===== src/rtl/mem_arbiter_if.sv =====
// Requester and memory-bus bundle for mem_arbiter.
// slave is the arbiter's view; master is the requesters plus memory.
interface mem_arbiter_if #(
    parameter int NUM_PORTS = 2
) ();
    logic                      rdy;
    logic [NUM_PORTS-1:0]      req;
    logic [NUM_PORTS-1:0]      we;
    logic [32*NUM_PORTS-1:0]   addr;
    logic [32*NUM_PORTS-1:0]   wdata;
    logic [2*NUM_PORTS-1:0]    len;
    logic [NUM_PORTS-1:0]      flush;
    logic [NUM_PORTS-1:0]      ok;
    logic [31:0]               rdata;
    logic [NUM_PORTS-1:0]      gnt;
    logic [7:0]                mem_din;
    logic [7:0]                mem_dout;
    logic [31:0]               mem_a;
    logic                      mem_wr;
    logic                      io_buffer_full;

    modport slave (
        input  rdy, req, we, addr, wdata, len, flush,
        input  mem_din, io_buffer_full,
        output ok, rdata, gnt, mem_dout, mem_a, mem_wr
    );

    modport master (
        output rdy, req, we, addr, wdata, len, flush,
        output mem_din, io_buffer_full,
        input  ok, rdata, gnt, mem_dout, mem_a, mem_wr
    );
endinterface


===== src/rtl/mem_arbiter.sv =====
// Multi-port arbiter and byte serialiser onto an 8-bit memory bus.
// Little-endian 1-4 byte accesses, IO write pacing, flush and pause.
module mem_arbiter #(
    parameter int NUM_PORTS = 2,
    parameter int ARB_MODE  = 0
) (
    input  logic         i_clk,
    input  logic         i_rst,
    mem_arbiter_if.slave bus
);
    localparam int PW = (NUM_PORTS > 1) ? $clog2(NUM_PORTS) : 1;
    localparam logic [PW-1:0] PTR_RST = PW'(NUM_PORTS - 1);

    localparam logic [2:0] S_IDLE    = 3'd0;
    localparam logic [2:0] S_READ    = 3'd1;
    localparam logic [2:0] S_WRITE   = 3'd2;
    localparam logic [2:0] S_IO_WAIT = 3'd3;
    localparam logic [2:0] S_IO_GAP  = 3'd4;

    logic [2:0]           r_state;
    logic [PW-1:0]        r_g;
    logic [PW-1:0]        r_ptr;
    logic [31:0]          r_addr;
    logic [31:0]          r_wdata;
    logic [1:0]           r_len;
    logic [2:0]           r_iss;
    logic [2:0]           r_cap;
    logic                 r_paused;
    logic [31:0]          r_buf;
    logic [31:0]          r_rdata;
    logic [NUM_PORTS-1:0] r_ok;

    logic [NUM_PORTS-1:0] w_elig;
    logic                 w_any;
    logic [PW-1:0]        w_win;
    logic [PW-1:0]        w_idx;
    int                   w_j;
    logic [2:0]           w_n;
    logic [2:0]           w_iss;
    logic [31:0]          w_a;
    logic                 w_io;
    logic                 w_busy;
    logic                 w_wr_slot;
    logic                 w_cap;
    logic [31:0]          w_capd;
    logic [7:0]           w_byte;
    logic                 w_flush_g;
    logic [NUM_PORTS-1:0] w_g_oh;

    assign w_elig    = bus.req & ~bus.flush & ~r_ok;
    assign w_any     = |w_elig;
    assign w_n       = {1'b0, r_len} + 3'd1;
    // After a pause the first uncaptured byte is re-issued.
    assign w_iss     = (r_state == S_READ && r_paused) ? r_cap : r_iss;
    assign w_a       = r_addr + {29'd0, w_iss};
    assign w_io      = (w_a[17:16] == 2'b11);
    assign w_busy    = (r_state != S_IDLE);
    assign w_byte    = r_wdata[{r_iss[1:0], 3'b000} +: 8];
    assign w_flush_g = bus.flush[r_g];
    assign w_g_oh    = NUM_PORTS'(1) << r_g;
    assign w_wr_slot = (r_state == S_WRITE && !(w_io && bus.io_buffer_full))
                     || (r_state == S_IO_WAIT && !bus.io_buffer_full);
    assign w_cap     = (r_state == S_READ) && !r_paused && (r_iss > r_cap);
    assign w_capd    = r_buf
                     | ({24'd0, bus.mem_din} << {r_cap[1:0], 3'b000});

    assign bus.mem_wr   = bus.rdy && w_wr_slot;
    assign bus.mem_a    = w_busy ? w_a : 32'd0;
    assign bus.mem_dout = (w_busy && r_state != S_READ) ? w_byte : 8'd0;
    assign bus.gnt      = w_busy ? w_g_oh : '0;
    assign bus.ok       = r_ok;
    assign bus.rdata    = r_rdata;

    // Pick the winner: lowest index, or first index after the pointer.
    always_comb begin
        w_win = '0;
        w_idx = '0;
        w_j   = 0;
        for (int k = NUM_PORTS; k >= 1; k--) begin
            w_j   = (ARB_MODE == 0) ? (k - 1)
                                    : ((int'(r_ptr) + k) % NUM_PORTS);
            w_idx = w_j[PW-1:0];
            if (w_elig[w_idx])
                w_win = w_idx;
        end
    end

    // Transfer sequencing; everything freezes while rdy is low.
    always_ff @(posedge i_clk or posedge i_rst) begin
        if (i_rst) begin
            r_state  <= S_IDLE;
            r_g      <= '0;
            r_ptr    <= PTR_RST;
            r_addr   <= '0;
            r_wdata  <= '0;
            r_len    <= '0;
            r_iss    <= '0;
            r_cap    <= '0;
            r_paused <= 1'b0;
            r_buf    <= '0;
            r_rdata  <= '0;
            r_ok     <= '0;
        end else if (!bus.rdy) begin
            if (r_state == S_READ)
                r_paused <= 1'b1;
        end else begin
            r_ok     <= '0;
            r_paused <= 1'b0;
            case (r_state)
                S_IDLE: begin
                    if (w_any) begin
                        r_g     <= w_win;
                        if (ARB_MODE != 0)
                            r_ptr <= w_win;
                        r_addr  <= bus.addr[32*int'(w_win) +: 32];
                        r_wdata <= bus.wdata[32*int'(w_win) +: 32];
                        r_len   <= bus.len[2*int'(w_win) +: 2];
                        r_iss   <= '0;
                        r_cap   <= '0;
                        r_buf   <= '0;
                        r_state <= bus.we[w_win] ? S_WRITE : S_READ;
                    end
                end
                S_READ: begin
                    if (w_flush_g) begin
                        r_state <= S_IDLE;
                    end else begin
                        if (w_iss < w_n)
                            r_iss <= w_iss + 3'd1;
                        else
                            r_iss <= w_iss;
                        if (w_cap) begin
                            r_cap <= r_cap + 3'd1;
                            r_buf <= w_capd;
                            if (r_cap == w_n - 3'd1) begin
                                r_rdata <= w_capd;
                                r_ok    <= w_g_oh;
                                r_state <= S_IDLE;
                            end
                        end
                    end
                end
                S_WRITE, S_IO_WAIT: begin
                    if (w_wr_slot) begin
                        r_iss <= r_iss + 3'd1;
                        if (w_io) begin
                            r_state <= S_IO_GAP;
                        end else if (r_iss == w_n - 3'd1) begin
                            r_ok    <= w_g_oh;
                            r_state <= S_IDLE;
                        end else begin
                            r_state <= S_WRITE;
                        end
                    end else begin
                        r_state <= S_IO_WAIT;
                    end
                end
                S_IO_GAP: begin
                    if (r_iss == w_n) begin
                        r_ok    <= w_g_oh;
                        r_state <= S_IDLE;
                    end else begin
                        r_state <= S_WRITE;
                    end
                end
                default: r_state <= S_IDLE;
            endcase
        end
    end
endmodule


===== src/flat_wrapper.sv =====
// flat-port wrapper written by rule: the top's interface ports become plain ports
module mem_arbiter_flat 
#(
    parameter int NUM_PORTS = 2,
    parameter int ARB_MODE  = 0
)
  (i_clk, i_rst, bus_rdy, bus_req, bus_we, bus_addr, bus_wdata, bus_len, bus_flush, bus_mem_din, bus_io_buffer_full, bus_ok, bus_rdata, bus_gnt, bus_mem_dout, bus_mem_a, bus_mem_wr);
  mem_arbiter_if #(.NUM_PORTS(NUM_PORTS)) bus_i ();
  input  logic i_clk;
  input  logic i_rst;
  input wire logic [$bits(bus_i.rdy)-1:0] bus_rdy;
  input wire logic [$bits(bus_i.req)-1:0] bus_req;
  input wire logic [$bits(bus_i.we)-1:0] bus_we;
  input wire logic [$bits(bus_i.addr)-1:0] bus_addr;
  input wire logic [$bits(bus_i.wdata)-1:0] bus_wdata;
  input wire logic [$bits(bus_i.len)-1:0] bus_len;
  input wire logic [$bits(bus_i.flush)-1:0] bus_flush;
  input wire logic [$bits(bus_i.mem_din)-1:0] bus_mem_din;
  input wire logic [$bits(bus_i.io_buffer_full)-1:0] bus_io_buffer_full;
  output wire logic [$bits(bus_i.ok)-1:0] bus_ok;
  output wire logic [$bits(bus_i.rdata)-1:0] bus_rdata;
  output wire logic [$bits(bus_i.gnt)-1:0] bus_gnt;
  output wire logic [$bits(bus_i.mem_dout)-1:0] bus_mem_dout;
  output wire logic [$bits(bus_i.mem_a)-1:0] bus_mem_a;
  output wire logic [$bits(bus_i.mem_wr)-1:0] bus_mem_wr;
  assign bus_i.rdy = bus_rdy;
  assign bus_i.req = bus_req;
  assign bus_i.we = bus_we;
  assign bus_i.addr = bus_addr;
  assign bus_i.wdata = bus_wdata;
  assign bus_i.len = bus_len;
  assign bus_i.flush = bus_flush;
  assign bus_i.mem_din = bus_mem_din;
  assign bus_i.io_buffer_full = bus_io_buffer_full;
  assign bus_ok = bus_i.ok;
  assign bus_rdata = bus_i.rdata;
  assign bus_gnt = bus_i.gnt;
  assign bus_mem_dout = bus_i.mem_dout;
  assign bus_mem_a = bus_i.mem_a;
  assign bus_mem_wr = bus_i.mem_wr;
  mem_arbiter #(.NUM_PORTS(NUM_PORTS), .ARB_MODE(ARB_MODE)) u_core (.i_clk(i_clk), .i_rst(i_rst), .bus(bus_i));
endmodule

===== config.mk =====
export PLATFORM = sky130hd
export DESIGN_NAME = mem_arbiter_flat
export DESIGN_NICKNAME = d
export VERILOG_FILES = /design/src/rtl/mem_arbiter_if.sv /design/src/rtl/mem_arbiter.sv /design/src/flat_wrapper.sv
export SDC_FILE = /design/constraint.sdc
export NUM_CORES = 1
export LEC_CHECK = 0
export ABC_AREA = 1
export BUFFER_PORTS_ARGS = -buffer_cell sky130_fd_sc_hd__buf_2
export CAP_MARGIN = 20
export CORE_ASPECT_RATIO = 1.75
export CORE_MARGIN = 3
export CORE_UTILIZATION = 59
export CTS_BUF_LIST = sky130_fd_sc_hd__clkbuf_4
export DETAILED_ROUTE_END_ITERATION = 10
export PLACE_DENSITY = 0.88
export SYNTH_ARGS = -nofsm -noshare
export SYNTH_HDL_FRONTEND = slang
export SYNTH_SLANG_ARGS = --single-unit

===== constraint.sdc =====
create_clock -name i_clk -period 7.25 [get_ports i_clk]
set_input_delay 1.45 -clock i_clk [delete_from_list [all_inputs] [get_ports i_clk]]
set_output_delay 1.45 -clock i_clk [all_outputs]
set_load 0.1 [all_outputs]

==> results of run 1 <==
[layout by cell type, fill, tap and decap left out, types with 2 or more instances in the layout]
cell type and count:
xnor2_1 2, inv_1 121, nand4_1 9, dfrtp_1 143
nor2_1 58, clkinvlp_4 3, nor4_1 9, nor3_1 20
nand3b_1 3, o21ai_1 12, clkinv_1 3, a21oi_1 43
nand2_1 291, nor2_4 2, clkbuf_4 18, or2_2 2
a31oi_1 8, o22ai_1 2, buf_4 5, a211oi_1 25
ha_1 13, buf_2 226, o31ai_1 2, o21a_1 2
inv_6 6, mux2_2 66, o211ai_1 4, clkinv_4 3
xor2_1 11, nand3_1 39, o21ai_0 102
[per-layer routing]
metal  track usage, %  routed length, um  vias up
li1                 -                  -     3864
met1             32.7               7960     3692
met2             56.5              12800      367
met3             6.06               1370       87
met4             17.2               1210        0
met5                0                  0        -
[worst min path at each step]
stage / startpoint / to / slack [ns] / depth (start not counted)
2_1_floorplan: u_core.r_wdata[0] / u_core.r_wdata[0] / 0.44 / 2
3_3_place_gp: u_core.r_wdata[6] / u_core.r_wdata[6] / 0.45 / 2
3_5_place_dp: u_core.r_wdata[6] / u_core.r_wdata[6] / 0.45 / 2
4_1_cts: u_core.r_wdata[6] / u_core.r_wdata[6] / 0.48 / 2
5_1_grt: u_core.r_wdata[0] / u_core.r_wdata[0] / 0.52 / 2
6_report: u_core.r_wdata[6] / u_core.r_wdata[6] / 0.48 / 2
[cells by family (layout without fill, tap and decap cells)]
family / after synthesis / count (layout)
other: 0 / 1
adders and majority gates: 14 / 14
muxes: 66 / 66
AOI/OAI and AO/OA: 201 / 201
buffers and inverters: 174 / 389
xor gates and xnor gates: 13 / 13
and+or+nand+nor: 440 / 440
DFF: 143 / 143
[area by class of cell]
| class | count | area share (%) |
|---|---|---|
| well taps | 174 | 2.24 |
| clock inverters | 14 | 1.54 |
| flip-flops and latches | 143 | 36.8 |
| multi-input cells | 734 | 41.1 |
| clock buffers | 18 | 1.39 |
| inverters | 126 | 4.91 |
| diodes | 1 | 0.0257 |
| repair buffers | 231 | 12.0 |
[through the flow]
stage | instance area (sq um) | power, mW | util [%]
floorplan | 8280 | 3.27 | -
global placement | 9440 | 3.71 | 69.5
detailed placement | 9440 | 3.74 | 69.5
CTS | 9730 | 4.25 | 71.6
global route | 9730 | 4.54 | 71.6
finish | 9730 | 4.26 | 71.6
[registers in the layout, summed over array words and instances (netlist names)]
signal	cells
u_core.bus.rdata	32
u_core.r_state	3
u_core.r_g	1
u_core.r_addr	32
u_core.r_cap	3
u_core.bus.ok	2
u_core.r_iss	3
u_core.r_paused	1
u_core.r_wdata	32
u_core.r_len	2
u_core.r_buf	32
[worst reg2reg max path, cell delays in order, from the launching register on]
cell and delay (ns):
dfrtp_1 0.67, inv_1 0.43, ha_1 0.43, nand2_1 0.06, o21a_1 0.18, o21ai_1 0.20
nand3_2 0.51, nor2_4 0.76, buf_4 0.65, nand2_1 0.26, nand2_1 0.11
[power breakdown]
part	internal, mW	switching, mW	total [mW]
clock	0.185	0.326	0.511
sequential	1.03	0.204	1.23
combinational	0.537	1.98	2.52
total	1.75	2.51	4.26
==> metrics.txt, run 1 <==
status=finished, final reports clean; end of the critical path=bus_mem_a[24]; final hold vios=0; placed insts=between 1000 and 1500; Initial Util=60.9%; initial DRC count=486; CP Launch Type=flip-flop; Mapped Cells=about 1100; worst-case vdd ir drop=between 0.4 and 0.5 mV; largest stage delay on the critical path=~0.48 ns; Setup Skew=between 0.03 and 0.04 ns; first-pass GRT wire length=approximately 37 mm; hold slack=between 0.4 and 0.5 ns; final setup TNS=0 ns; Die W=around 96 um; max capacitance violation total=0; Crit path required time=just under 6 ns; final setup fails=0; worst reg-to-reg path cell count=10; worst slew pin tran=between 0.9 and 1 ns; Clock Sinks=143; H-tree depth=4; root buf cell=clkbuf_4; synth warn=0; I/O pin count=about 230; fraction of layout cells with a size suffix above 1=26.9%; Routed WL=~23 mm; Multi-input gate area=~4000 sq um; hold_buf cts=0; Post-Synth Simple-Gate Area=approximately 22%; register-to-register setup slack=approximately 3 ns; Post-CTS Setup Bufs=0; Synthesized Nets=roughly 1200; Clock Latency Late Sink=0.57 ns; full die area=between 15000 and 20000 sq um; Final HPWL DP=~18 mm; mux contribution to synthesized area=~9%; Synth area leader=dfrtp_1; Layout area overhead=17.5%; minimum clock period=between 6 and 7 ns; largest net degree at the start of global routing=92; vias per cell=approximately 5.6; Lkg Pwr=4.99 nW; CTS resizes=0; post-synthesis sequential area ratio=43.2%; main area contributors after synthesis=dfrtp_1, nand2_1, mux2_2; drt wl/cell=about 16 um; Compound-Gate Fraction of Synth Area=about an eighth; Synth Flop Type=dfrtp_1; register area=~3600 sq um; Commonest cells post-synth=nand2_1, dfrtp_1, inv_1; Port Buf Inserts=~230; non-filler cells, final=approximately 1400; Post-synth EDFFs=0; Die Span Y=163 um; Hold Crit Class=reg -> reg; Cell Pwr Density=around 440 nW/um^2; top-area cell type share of the netlist area=between 40% and 50%; TritonCTS clock tree=done; CP delay by family, top=simple AND/OR/NAND/NOR gates; Cell Area, Synth=roughly 8300 sq um; RSZ-0062 raised after global routing=false; Rows=56; FILL cells=about 1200; DR vias=8010; Seq cells post-synth=roughly 140; Worst EP arrival=between 4 and 5 ns; DRC=0; Critical-path top delay cell=dfrtp_1; Netlist cell types=39; XOR/XNOR Fraction of Synth Area=under 10%; CP endpoint kind=output port; initial antenna violation count=1; Tcrit/Tclk final=84.2%; Max-slew headroom=approximately 36%; fin worst setup slack=approximately 1.1 ns; ANT nets after route=0; nets=1417; Max Slew Vio Count=0; gr ovfl total=0; fmax=164 MHz; crit path from=u_core.r_state[2]; clock-pin slew on the worst setup and hold paths=0.12 ns; largest family of logic cells by synthesized area=simple AND/OR/NAND/NOR gates; Max Fanout on Critical Path=11; most common cell in the synthesized netlist=nand2_1; TritonCTS Buffers=17; worst path cell trace=nor2_4, nand2_4, clkinv_1, nand2_1, o21ai_0, inv_1, fa_1, inv_1, nand3_1, nand2_1, nand2_1, nor2_1, nand3_1, nor2_1, nand3_1, nor2_1, o21ai_0, a21oi_1, buf_2; Post-Synth Adder-Cell Area=2.21%; 1st-pass router iterations=5; CP Depth=19; r2r startpoint=u_core.r_cap[1]; pre-CTS setup slack=around 1.8 ns; GRT Overall Usage=between 30 and 40%; CTS max path bufs=2; Async SR Flop Fraction=100%; Critical path buffers and inverters=4; R2R Path End=u_core.r_addr[23]; vias in the first global route=8050; Avg Cell Area, Syn=between 7 and 8 sq um; core region area=roughly 14000 sq um; routability cong.=approximately 0.96; Setup Crit Path Kind=reg -> out
Note: power is estimated with default switching activity, not from simulation.
==> run 2: changes to the inputs <==
- CORE_UTILIZATION: 59 -> 55
- PLACE_DENSITY: 0.88 -> 0.83
- clock period: 7.25 -> 6.16 ns (I/O delays scaled with it)
==> run 2 against run 1 <==
  * Hold slack got worse by 0.00052 ns
  * Non-clock buffer count increased by 3
  * Register-to-register slack lost 0.63 ns
  * Clock power increased by 19%
  * Routed wire length down 3.3%
  * Highest routed layer unchanged
==> metrics.txt, run 2 (same netlist as run 1, synthesis figures left out) <==
Max Slew Vio Count=0 (unchanged); largest stage delay on the critical path=0.61 ns (was 0.48 ns); DR vias=7867 (was 8010); CTS max path bufs=2 (unchanged); Lkg Pwr=5.01 nW (was 4.99 nW); Cell Pwr Density=516 nW/um^2 (was 438 nW/um^2); TritonCTS clock tree=done (unchanged); H-tree depth=4 (unchanged); initial antenna violation count=1 (unchanged); commonest non-fill, non-tap cell in the layout=nand2_1 (unchanged); status=finished, final reports clean (unchanged); TritonCTS Buffers=17 (unchanged); final setup fails=0 (unchanged); Rows=58 (was 56); Multi-input gate area=4000 sq um (unchanged); Layout area overhead=18.0% (was 17.5%); r2r startpoint=u_core.r_state[2] (was u_core.r_cap[1]); Clock Sinks=143 (unchanged); Clock Latency Late Sink=0.55 ns (was 0.57 ns); drt wl/cell=15.6 um (was 16.2 um); first-pass GRT wire length=36.2 mm (was 37.3 mm); Tcrit/Tclk final=between 90% and 100%; final hold vios=0 (unchanged); GR Util met3=5.10% (was 6.06%); Port Buf Inserts=226 (unchanged); register-to-register setup slack=2.33 ns (was 2.96 ns); 1st-pass router iterations=6 (was 5); hold_buf cts=0 (unchanged); root buf cell=clkbuf_4 (unchanged); Die W=98.8 um (was 95.6 um); placed insts=1417 (was 1408); vias in the first global route=7751 (was 8050); fin worst setup slack=0.392 ns (was 1.15 ns); CP delay by family, top=simple AND/OR/NAND/NOR gates (unchanged); ANT nets after route=0 (unchanged); total power=5.04 mW (was 4.26 mW); Die Span Y=168 um (was 163 um); routability cong.=0.974 (was 0.956); Critical path buffers and inverters=3 (was 4); Final HPWL DP=17.0 mm (was 17.5 mm); final setup TNS=0 ns (unchanged); CP endpoint kind=output port (unchanged); Post-CTS Setup Bufs=0 (unchanged); CP most frequent cell=nand2_1; minimum clock period=5.77 ns; core region area=14600 sq um (was 13600 sq um); register area=3580 sq um (unchanged); worst reg-to-reg path cell count=22 (was 10); full die area=16600 sq um (was 15600 sq um); GRT Overall Usage=27.1% (was 31.2%); non-filler cells, final=1449 (was 1441); Critical-path top delay cell=nor4_1 (was dfrtp_1); worst slew pin tran=0.986 ns (was 0.957 ns); dpl cell area=9480 sq um (was 9440 sq um); Routed WL=22.5 mm (was 23.3 mm); I/O pin count=227 (unchanged); max capacitance violation total=0 (unchanged); fraction of layout cells with a size suffix above 1=27.0% (was 26.9%); CP Launch Type=flip-flop (unchanged); vias per cell=5.43 (was 5.56); Setup Skew=0.0299 ns (was 0.0349 ns); Hold Path Origin=u_core.r_wdata[5] (was u_core.r_wdata[6]); busiest layer in global routing=met2 (unchanged); hold endpoint=u_core.r_wdata[5] (was u_core.r_wdata[6]); Worst EP arrival=4.54 ns (was 4.65 ns); GR Util met1=29.2% (was 32.7%); FILL cells=1274 (was 1169); Max-slew headroom=34.2% (was 36.2%); worst-case vdd ir drop=0.608 mV (was 0.491 mV); hold slack=0.480 ns (was 0.481 ns); DRC=0 (unchanged); fin area=9780 sq um (was 9730 sq um); gr ovfl total=0 (unchanged); Hold Crit Class=reg -> reg (unchanged); nets=1420 (was 1417); clock-pin slew on the worst setup and hold paths=0.13 ns (was 0.12 ns); most frequent cells in the layout=nand2_1, buf_2, dfrtp_1 (unchanged); RSZ-0062 raised after global routing=false (unchanged); R2R Path End=u_core.r_iss[1] (was u_core.r_addr[23]); fmax=173 MHz; largest net degree at the start of global routing=113 (was 92); worst path cell trace=nor2_4, nand2_4, clkinv_1, nand2_1, nand2_1, nand2_1, ha_1, or2_2, nand2_1, nor2_1, inv_1, nor4_1, nand4_1, xor2_1, nor2_1, buf_2 (was nor2_4, nand2_4, clkinv_1, nand2_1, o21ai_0, inv_1, fa_1, inv_1, nand3_1, nand2_1, nand2_1, nor2_1, nand3_1, nor2_1, nand3_1, nor2_1, o21ai_0, a21oi_1, buf_2); initial DRC count=380 (was 486); Setup Crit Path Kind=reg -> out (unchanged); Max Fanout on Critical Path=11 (unchanged); Initial Util=56.8% (was 60.9%); Hold Crit Depth=2 (unchanged); fin util=67.0% (was 71.6%); pre-CTS setup slack=0.919 ns (was 1.77 ns); met2 usage=50.1% (was 56.5%); Crit path required time=4.93 ns (was 5.80 ns)
==> run 2: cell count changes in the layout (fill, tap and decap cells not counted) <==
cell,before,now
inv_6,6,5
bufinv_16,1,2
clkbuf_4,18,19
clkinv_4,3,2
buf_12,0,1
clkinv_8,1,0
clkinv_2,0,2
o21ai_0,102,101
buf_4,5,7
o21ai_1,12,13
buf_2,226,224
==> run 2: worst min-delay path, cell delays in order, from the launching register on <==
cell and delay (ns):
dfrtp_1 0.36, nand2_1 0.05, nand2_1 0.04
==> run 2: worst max-delay path by stage <==
stage	start	to	slack, ns	cells past startpoint
after floorplan	u_core.r_state[2]	bus_mem_wr	0.11	19
after global placement	u_core.r_state[2]	bus_mem_a[24]	1.04	19
after detailed placement	u_core.r_state[2]	bus_mem_a[24]	0.92	19
after CTS	u_core.r_state[2]	bus_mem_a[24]	0.28	19
after global routing	u_core.r_state[2]	bus_mem_a[25]	0.03	17
final	u_core.r_state[2]	bus_mem_a[31]	0.39	16
==> run 2: power breakdown <==
| group | switching, mW | internal [mW] |
|---|---|---|
| registers | 0.223 | 1.21 |
| logic | 2.35 | 0.650 |
| clock network | 0.363 | 0.246 |
| total | 2.93 | 2.11 |
==> run 2: routing by layer <==
layer	vias up	share of wire, %	wire, um
met5	-	0	0
met4	0	4.2	955
met3	64	5.7	1280
met2	313	54	12200
met1	3626	36	8090
li1	3864	-	-
==> run 2: layout make-up <==
type / instances / area share, %
diodes: 1 / 0.0256
clock buffers: 17 / 1.31
well taps: 180 / 2.30
flip-flops and latches: 143 / 36.6
inverters: 126 / 4.89
clock inverters: 14 / 1.60
multi-input cells: 734 / 40.9
repair buffers: 234 / 12.4
==> run 2: timing repair <==
| item | CTS | global route |
|---|---|---|
| hold endpoints to repair | 0 | 0 |
| gates resized for setup | 0 | 3 |
| endpoints found under the setup margin | 0 | 6 |
